<file path="src/rtl/maxnet_feeder_if.sv">
// maxnet_feeder_if
//   Bundles the three handshakes around maxnet_feeder: the upstream operand
//   stream, the Maxnet operand/start/done side and the downstream result stream.
//   master : the feeder (drives in_ready, a0..a3, start, out_*, busy)
//   slave  : the surrounding environment (drives in_valid/in_data, mx_*, out_ready)
//   WIDTH  : operand and result width, must match Maxnet.
interface maxnet_feeder_if #(
    parameter int unsigned WIDTH = 5
);
    // upstream operand stream
    logic             in_valid;
    logic [WIDTH-1:0] in_data;
    logic             in_ready;
    // Maxnet side
    logic [WIDTH-1:0] a0;
    logic [WIDTH-1:0] a1;
    logic [WIDTH-1:0] a2;
    logic [WIDTH-1:0] a3;
    logic             start;
    logic             mx_done;
    logic [WIDTH-1:0] mx_result;
    // downstream result stream
    logic             out_valid;
    logic [WIDTH-1:0] out_data;
    logic [1:0]       out_index;
    logic             out_err;
    logic             out_ready;
    logic             busy;

    modport master (
        input  in_valid, in_data, mx_done, mx_result, out_ready,
        output in_ready, a0, a1, a2, a3, start,
               out_valid, out_data, out_index, out_err, busy
    );

    modport slave (
        output in_valid, in_data, mx_done, mx_result, out_ready,
        input  in_ready, a0, a1, a2, a3, start,
               out_valid, out_data, out_index, out_err, busy
    );
endinterface

</file>
<file path="src/rtl/maxnet_feeder.sv">
// maxnet_feeder
//   Initiator-side sequencer for the Maxnet winner-take-all block. Loads four
//   operands from a valid/ready stream into a0..a3, pulses start, waits for
//   mx_done, then returns the winning value and the lowest matching lane index
//   over a second valid/ready handshake. One frame in flight at a time.
//
//   Ports:
//     clk  : single clock, rising edge
//     rst  : asynchronous, active-low reset
//     bus  : maxnet_feeder_if.master (operand stream, Maxnet side, result stream)
//   Parameters:
//     WIDTH   : operand/result width
//     TIMEOUT : WAIT cycles before abort (only with MAXNET_TIMEOUT_EN)
//   Build option:
//     MAXNET_TIMEOUT_EN : when defined, WAIT aborts after TIMEOUT cycles
//                         without mx_done, returning data 0 with out_err set.
module maxnet_feeder #(
    parameter int unsigned WIDTH   = 5,
    parameter int unsigned TIMEOUT = 1023
) (
    input  logic            clk,
    input  logic            rst,
    maxnet_feeder_if.master bus
);

    typedef enum logic [1:0] {
        LOAD,
        START,
        WAIT,
        OUT
    } state_t;

    state_t           state_q;
    logic [1:0]       cnt_q;
    logic [WIDTH-1:0] a_q [4];
    logic             in_ready_q;
    logic             start_q;
    logic             busy_q;
    logic             out_valid_q;
    logic [WIDTH-1:0] out_data_q;
    logic [1:0]       out_index_q;
    logic             out_err_q;

    logic [1:0]       idx_d;
    logic             match_d;

`ifdef MAXNET_TIMEOUT_EN
    // Counter only ever holds 0..TIMEOUT-1.
    localparam int unsigned WCNT_W = (TIMEOUT > 1) ? $clog2(TIMEOUT) : 1;
    localparam logic [WCNT_W-1:0] WCNT_LAST = WCNT_W'(TIMEOUT - 1);
    logic [WCNT_W-1:0] wait_cnt_q;
`endif

    // Lowest lane whose operand equals the Maxnet result; lane 0 if none.
    always_comb begin
        idx_d   = '0;
        match_d = 1'b0;
        for (int unsigned i = 0; i < 4; i++) begin
            if (!match_d && a_q[i] == bus.mx_result) begin
                idx_d   = 2'(i);
                match_d = 1'b1;
            end
        end
    end

    always_ff @(posedge clk or negedge rst) begin
        if (!rst) begin
            state_q     <= LOAD;
            cnt_q       <= '0;
            for (int unsigned i = 0; i < 4; i++) begin
                a_q[i] <= '0;
            end
            in_ready_q  <= 1'b0;
            start_q     <= 1'b0;
            busy_q      <= 1'b0;
            out_valid_q <= 1'b0;
            out_data_q  <= '0;
            out_index_q <= '0;
            out_err_q   <= 1'b0;
`ifdef MAXNET_TIMEOUT_EN
            wait_cnt_q  <= '0;
`endif
        end else begin
            case (state_q)
                LOAD: begin
                    // in_ready is registered, so it rises on the first edge
                    // after reset release rather than during reset.
                    in_ready_q <= 1'b1;
                    if (bus.in_valid && in_ready_q) begin
                        a_q[cnt_q] <= bus.in_data;
                        if (cnt_q == 2'd3) begin
                            cnt_q      <= '0;
                            in_ready_q <= 1'b0;
                            start_q    <= 1'b1;
                            busy_q     <= 1'b1;
                            state_q    <= START;
                        end else begin
                            cnt_q <= cnt_q + 2'd1;
                        end
                    end
                end

                START: begin
                    start_q <= 1'b0;
                    state_q <= WAIT;
`ifdef MAXNET_TIMEOUT_EN
                    wait_cnt_q <= '0;
`endif
                end

                WAIT: begin
                    // mx_done takes priority over a coincident timeout.
                    if (bus.mx_done) begin
                        out_data_q  <= bus.mx_result;
                        out_index_q <= idx_d;
                        out_err_q   <= ~match_d;
                        out_valid_q <= 1'b1;
                        busy_q      <= 1'b0;
                        state_q     <= OUT;
                    end
`ifdef MAXNET_TIMEOUT_EN
                    else if (wait_cnt_q == WCNT_LAST) begin
                        out_data_q  <= '0;
                        out_index_q <= '0;
                        out_err_q   <= 1'b1;
                        out_valid_q <= 1'b1;
                        busy_q      <= 1'b0;
                        state_q     <= OUT;
                    end else begin
                        wait_cnt_q <= wait_cnt_q + WCNT_W'(1);
                    end
`endif
                end

                OUT: begin
                    if (bus.out_ready) begin
                        out_valid_q <= 1'b0;
                        out_err_q   <= 1'b0;
                        in_ready_q  <= 1'b1;
                        state_q     <= LOAD;
                    end
                end

                default: state_q <= LOAD;
            endcase
        end
    end

    assign bus.in_ready  = in_ready_q;
    assign bus.a0        = a_q[0];
    assign bus.a1        = a_q[1];
    assign bus.a2        = a_q[2];
    assign bus.a3        = a_q[3];
    assign bus.start     = start_q;
    assign bus.busy      = busy_q;
    assign bus.out_valid = out_valid_q;
    assign bus.out_data  = out_data_q;
    assign bus.out_index = out_index_q;
    assign bus.out_err   = out_err_q;

endmodule
</file>
<file path="src/flat_wrapper.sv">
// flat-port wrapper written by rule: the top's interface ports become plain ports
module maxnet_feeder_flat 
#(
    parameter int unsigned WIDTH   = 5,
    parameter int unsigned TIMEOUT = 1023
)
  (clk, rst, bus_in_valid, bus_in_data, bus_mx_done, bus_mx_result, bus_out_ready, bus_in_ready, bus_a0, bus_a1, bus_a2, bus_a3, bus_start, bus_out_valid, bus_out_data, bus_out_index, bus_out_err, bus_busy);
  maxnet_feeder_if #(.WIDTH(WIDTH)) bus_i ();
  input  logic clk;
  input  logic rst;
  input wire logic [$bits(bus_i.in_valid)-1:0] bus_in_valid;
  input wire logic [$bits(bus_i.in_data)-1:0] bus_in_data;
  input wire logic [$bits(bus_i.mx_done)-1:0] bus_mx_done;
  input wire logic [$bits(bus_i.mx_result)-1:0] bus_mx_result;
  input wire logic [$bits(bus_i.out_ready)-1:0] bus_out_ready;
  output wire logic [$bits(bus_i.in_ready)-1:0] bus_in_ready;
  output wire logic [$bits(bus_i.a0)-1:0] bus_a0;
  output wire logic [$bits(bus_i.a1)-1:0] bus_a1;
  output wire logic [$bits(bus_i.a2)-1:0] bus_a2;
  output wire logic [$bits(bus_i.a3)-1:0] bus_a3;
  output wire logic [$bits(bus_i.start)-1:0] bus_start;
  output wire logic [$bits(bus_i.out_valid)-1:0] bus_out_valid;
  output wire logic [$bits(bus_i.out_data)-1:0] bus_out_data;
  output wire logic [$bits(bus_i.out_index)-1:0] bus_out_index;
  output wire logic [$bits(bus_i.out_err)-1:0] bus_out_err;
  output wire logic [$bits(bus_i.busy)-1:0] bus_busy;
  assign bus_i.in_valid = bus_in_valid;
  assign bus_i.in_data = bus_in_data;
  assign bus_i.mx_done = bus_mx_done;
  assign bus_i.mx_result = bus_mx_result;
  assign bus_i.out_ready = bus_out_ready;
  assign bus_in_ready = bus_i.in_ready;
  assign bus_a0 = bus_i.a0;
  assign bus_a1 = bus_i.a1;
  assign bus_a2 = bus_i.a2;
  assign bus_a3 = bus_i.a3;
  assign bus_start = bus_i.start;
  assign bus_out_valid = bus_i.out_valid;
  assign bus_out_data = bus_i.out_data;
  assign bus_out_index = bus_i.out_index;
  assign bus_out_err = bus_i.out_err;
  assign bus_busy = bus_i.busy;
  maxnet_feeder #(.WIDTH(WIDTH), .TIMEOUT(TIMEOUT)) u_core (.clk(clk), .rst(rst), .bus(bus_i));
endmodule
</file>
<file path="config.mk">
export PLATFORM = sky130hd
export DESIGN_NAME = maxnet_feeder_flat
export DESIGN_NICKNAME = d
export VERILOG_FILES = /design/src/rtl/maxnet_feeder_if.sv /design/src/rtl/maxnet_feeder.sv /design/src/flat_wrapper.sv
export SDC_FILE = /design/constraint.sdc
export NUM_CORES = 1
export LEC_CHECK = 0
export CORE_ASPECT_RATIO = 1.5
export CORE_UTILIZATION = 45
export DETAILED_ROUTE_END_ITERATION = 8
export PLACE_DENSITY = 0.77
export SYNTH_ARGS = -nofsm -noshare
export SYNTH_HDL_FRONTEND = slang
export SYNTH_SLANG_ARGS = --single-unit
</file>
<file path="constraint.sdc">
create_clock -name clk -period 2.06 [get_ports clk]
set_input_delay 0.412 -clock clk [delete_from_list [all_inputs] [get_ports clk]]
set_output_delay 0.412 -clock clk [all_outputs]
set_load 0.05 [all_outputs]
</file>
Yosys cells after proc, flatten, opt, wreduce, memory -nomap -nowiden
Cells that the tools add are included.
{ "totals": {"register_bits": 36, "output_inout_bits": 32} }
{ "classes": {"addsub": 1, "order_cmp": 2, "n_eq_ne": 12, "n_mux": 30, "n_bitwise": 2, "reduce_logical": 20} }
{ "op_table": {"columns": ["operator", "count"], "rows": [
  ["$bwmux 20", 1],
  ["$eq 5x5->1", 4],
  ["$mux 1", 14],
  ["$mux 2", 7],
  ["$demux 5 s2", 1],
  ["$pmux 1 s2", 5],
  ["$pmux 2 s4", 1],
  ["$reduce_and 4->1", 2],
  ["$reduce_bool 2->1", 4],
  ["$eq 2x2->1 const B", 3],
  ["$reduce_and 2->1", 3],
  ["$reduce_and 3->1", 2],
  ["$logic_and 1x1->1", 5],
  ["$mux 5", 1],
  ["$ne 2x1->1 const B", 2],
  ["$ne 2x2->1 const B", 2],
  ["$ge 3x3->1 const B", 1],
  ["$logic_not 1->1", 3],
  ["$lt 3x1->1 const B", 1],
  ["$not 2->3", 1],
  ["$add 2x1->2 const B", 1],
  ["$eq 2x1->1 const B", 1],
  ["$logic_not 2->1", 1],
  ["$not 1->1", 1]
]} }

Longest topological paths before layout
{ "depth": {"depth_word": 14, "depth_mapped": 7} }

Least setup slack after synthesis
OpenSTA, ideal clock, no wires.
{ "synth_timing": {"path_type": "reg2reg", "startpoint": "register u_core.in_ready_q, in the netlist u_core.bus.in_ready", "endpoint": "register u_core.a_q, in the netlist u_core.bus.a0[0]", "setup_ps": 125, "arrival_ps": 1455, "required_time_ps": 1935, "setup_slack_ps": 481, "path_stages_with_launch": 5, "path_buffers": 1, "cell_sequence": "dfrtp_1 and3_1 buf_4 nand2_1 mux2_2"} }
{ "synth_between": {"elab_chain_len": 2} }
{ "synth_rtl": {"columns": ["item", "line_no", "source"], "rows": [
  ["start, declared", "maxnet_feeder.sv:36", "logic in_ready_q;"],
  ["start signal, assigned", "maxnet_feeder.sv:73", "in_ready_q <= 1'b0;"],
  ["start signal, assigned", "maxnet_feeder.sv:88", "in_ready_q <= 1'b1;"],
  ["start signal, assigned", "maxnet_feeder.sv:93", "in_ready_q <= 1'b0;"],
  ["$logic_and 1x1->1", "maxnet_feeder.sv:89", "if (bus.in_valid && in_ready_q) begin"],
  ["$reduce_and 2->1 (no line)", null, null],
  ["end signal, assigned by index", "maxnet_feeder.sv:90", "a_q[cnt_q] <= bus.in_data;"],
  ["end, declared", "maxnet_feeder.sv:35", "logic [WIDTH-1:0] a_q [4];"]
]} }
Every way passes these cells.
A chain may end at the register's enable or synchronous reset.

Final worst setup path
{ "layout_timing": {"startpoint": "register u_core.a_q, in the netlist u_core.bus.a1[4]", "endpoint": "output bus_a1[4]"} }
{ "layout_lines": {"columns": ["item", "line_no", "source"], "rows": [
  ["end, declared", "flat_wrapper.sv:18", "output wire logic [$bits(bus_i.a1)-1:0] bus_a1;"]
]} }
No word-level cell between the ends.

==> impl_metrics.csv <==
group,metric,value,unit
clock_tree,htreeDepth,2,
detailed_routing,finalWirelength,3850,µm
clock_tree,clkLatencyLatePin,0.29,ns
critical_path,worst_path_largest_cell_delay,0.83,ns
placement,dp_hpwl,2930,µm
floorplan,initial_utilization,48.1,%
floorplan,dieHeight,79.6,µm
clock_tree,post-cts-setup-buffers,0,
critical_path,crit_buf_inv,1,
critical_path,cp-end-kind,"output port",
floorplan,core,0.00375,mm²
timing,hold_violations,0,
detailed_routing,first_iter_violations,31,
timing,final_max_slew_viol_count,0,
clock_tree,cts-root-buf,"clkbuf_8",
critical_path,cp_max_fo,3,
critical_path,reg2reg_depth,5,
timing,worstMarginPinSlew,0.508,ns
yosys,syn_inst,153,
critical_path,reg2reg_from,"u_core.state_q[0]",
detailed_routing,routed_via_density,5.25,
critical_path,cp_num_cells,1,
clock_tree,postCtsHoldBufs,0,
timing,clock_skew,0.00491,ns
critical_path,startpoint,"u_core.bus.a1[4]",
finish,nNetsFinal,225,
detailed_routing,highest_layer,"met4",
worst_hold_path,hold_path_class,"reg2reg",
detailed_routing,met3_length,115,µm
detailed_routing,wl_met2,2150,µm
critical_path,critical_path_class,"reg2out",
yosys,yosysSeqAreaShare,49.9,%
yosys,syn_area_per_cell,11.8,µm²
timing,final.setup.tns,0,ns
clock_tree,cts_tree,"done",
placement,finalWeightedCongestion,0.738,
timing,period_minus_slack,1.94,ns
global_routing,grt_pass1_vias,1373,
yosys,syn-num-nets,177,
finish,drive_above_1_share,17.4,%
critical_path,worstPathCellList,"clkdlybuf4s50_1",
placement,portBuffers,46,
detailed_routing,antenna_left,0,
global_routing,gr-total-overflow,0,
global_routing,track_usage,21.3,%
yosys,syn-cell-area,0.00180,mm²
floorplan,boundaryPins,47,
detailed_routing,wl_met1,1490,µm
detailed_routing,vias,1282,
timing,fmax,516,MHz
critical_path,arrival,1.53,ns
detailed_routing,routedWlPerCell,15.8,µm
floorplan,die_x,53.7,µm
yosys,yosys_warnings,0,
timing,min_period_over_period,94.0,%
critical_path,cp_data_required_time,1.65,ns
yosys,ys_types,27,
finish,syn2layout_area_growth,31.7,%
floorplan,dieArea,0.00427,mm²
timing,rsz0062_at_grt,"false",
clock_tree,cts_sinks,36,
floorplan,rows,27,
critical_path,r2r_slack,0.18,ns
clock_tree,ctsResizeCount,0,
timing,relSlewSlack,66.1,%
clock_tree,path_clk_slew,0.06,ns
critical_path,slowest_stage,"clkdlybuf4s50_1",
finish,postLayoutCellArea,0.00238,mm²
clock_tree,clock_path_buffers,2,
yosys,ys_ff_latch,36,
detailed_routing,remaining_drc_errors,0,
critical_path,cp_top_family,"buffers and inverters",
critical_path,endpoint,"bus_a1[4]",
detailed_routing,drt_first_pass_iters,4,
placement,placement.cell_area,0.00228,mm²
finish,diodes,0,
critical_path,worst_r2r_endpoint,"u_core.bus.a2[0]",
global_routing,antenna_found_initial,0,
global_routing,grt_max_degree,37,
timing,finalSetupViolCount,0,
flow_run,cap_violations,0,
critical_path,cp-start-kind,"flop",
global_routing,grt_pass1_wl,6340,µm
status,status,"complete, no violations",
clock_tree,numCtsBuffers,5,
-- routing by layer --
metal | vias up | track usage, %
li1 | 609 | -
met1 | 636 | 22.6
met2 | 29 | 37.8
met3 | 8 | 3.81
met4 | 0 | 11.1
met5 | - | 0
-- cell families after synthesis --
family	count (synthesis)	share of synthesized area (%)
and+or+nand+nor	34	9.15
adders and majority gates	9	6.24
muxes	25	15.6
buffers and inverters	13	4.02
xor gates and xnor gates	20	9.71
AOI/OAI and AO/OA	16	5.34
DFF	36	49.9
-- through the flow --
stage                     util (%)  hold WS [ns]  cells  setup slack [ns]
after floorplan                  -         0.116    153             0.481
after global routing          63.4         0.516    244            0.0405
after detailed placement      60.8         0.477    237            0.0715
after global placement        60.8         0.470    237             0.101
final                         63.4         0.491    244             0.123
after CTS                     63.4         0.492    244             0.106
-- state kept, by name, summed over array words and instances (netlist names) --
signal                cells
u_core.bus.out_data       5
u_core.bus.out_valid      1
u_core.bus.in_ready       1
u_core.bus.start          1
u_core.bus.out_index      2
u_core.bus.a3             5
u_core.bus.out_err        1
u_core.bus.a1             5
u_core.cnt_q              2
u_core.bus.busy           1
u_core.bus.a2             5
u_core.bus.a0             5
u_core.state_q            2
-- cell usage after synthesis --
cell type   n  area, µm²
o22ai_1     1       6.26
and3_1      1       6.26
and2_1      1       6.26
dfrtp_1    36        901
nor2b_1     2       12.5
a21oi_1     4       20.0
nand3_1     6       30.0
xor2_1     11       96.3
buf_4       4       30.0
o21ai_0     6       30.0
buf_6       1       11.3
nand2_1    12       45.0
mux2_2     25        282
or3b_1      1       8.76
o32a_1      1       10.0
inv_1       7       26.3
o22ai_2     1       12.5
ha_1        9        113
nand4_1     1       6.26
buf_2       1       5.00
xnor2_1     9       78.8
nand2b_1    1       6.26
a21boi_0    1       7.51
nor3_1      3       15.0
nor3_2      1       10.0
nor2_1      5       18.8
o21ai_1     2       10.0
-- how the worst min path moves through the flow --
stage | cells past startpoint | from | to
final | 2 | u_core.bus.out_index[1] | u_core.bus.out_index[1]
after global routing | 2 | u_core.bus.out_index[1] | u_core.bus.out_index[1]
after CTS | 2 | u_core.bus.out_index[1] | u_core.bus.out_index[1]
after detailed placement | 2 | u_core.bus.out_index[1] | u_core.bus.out_index[1]
after global placement | 2 | u_core.bus.out_index[0] | u_core.bus.out_index[0]
after floorplan | 0 | rst | u_core.bus.a0[0]
-- cell type report --
type / count / area [µm²]
fillers: 312 / 1370
flip-flops and latches: 36 / 901
multi-input cells: 104 / 831
repair buffers: 47 / 468
clock buffers: 7 / 96.3
well taps: 43 / 53.8
inverters: 7 / 26.3
-- layout by cell type, fill, tap and decap left out, drive strengths merged --
cell           count
nand2             12
nor2b              2
and3               1
inv                7
clkdlybuf4s50     46
a21boi             1
a21oi              4
nand3              6
clkbuf             7
ha                 9
o21ai              8
nand2b             1
or3b               1
o32a               1
buf                1
nor3               4
nand4              1
xnor2              9
and2               1
xor2              11
dfrtp             36
o22ai              2
mux2              25
nor2               5
Power is not shown: default switching activity piles up to over one toggle a cycle in this logic, so the estimate is an artifact.
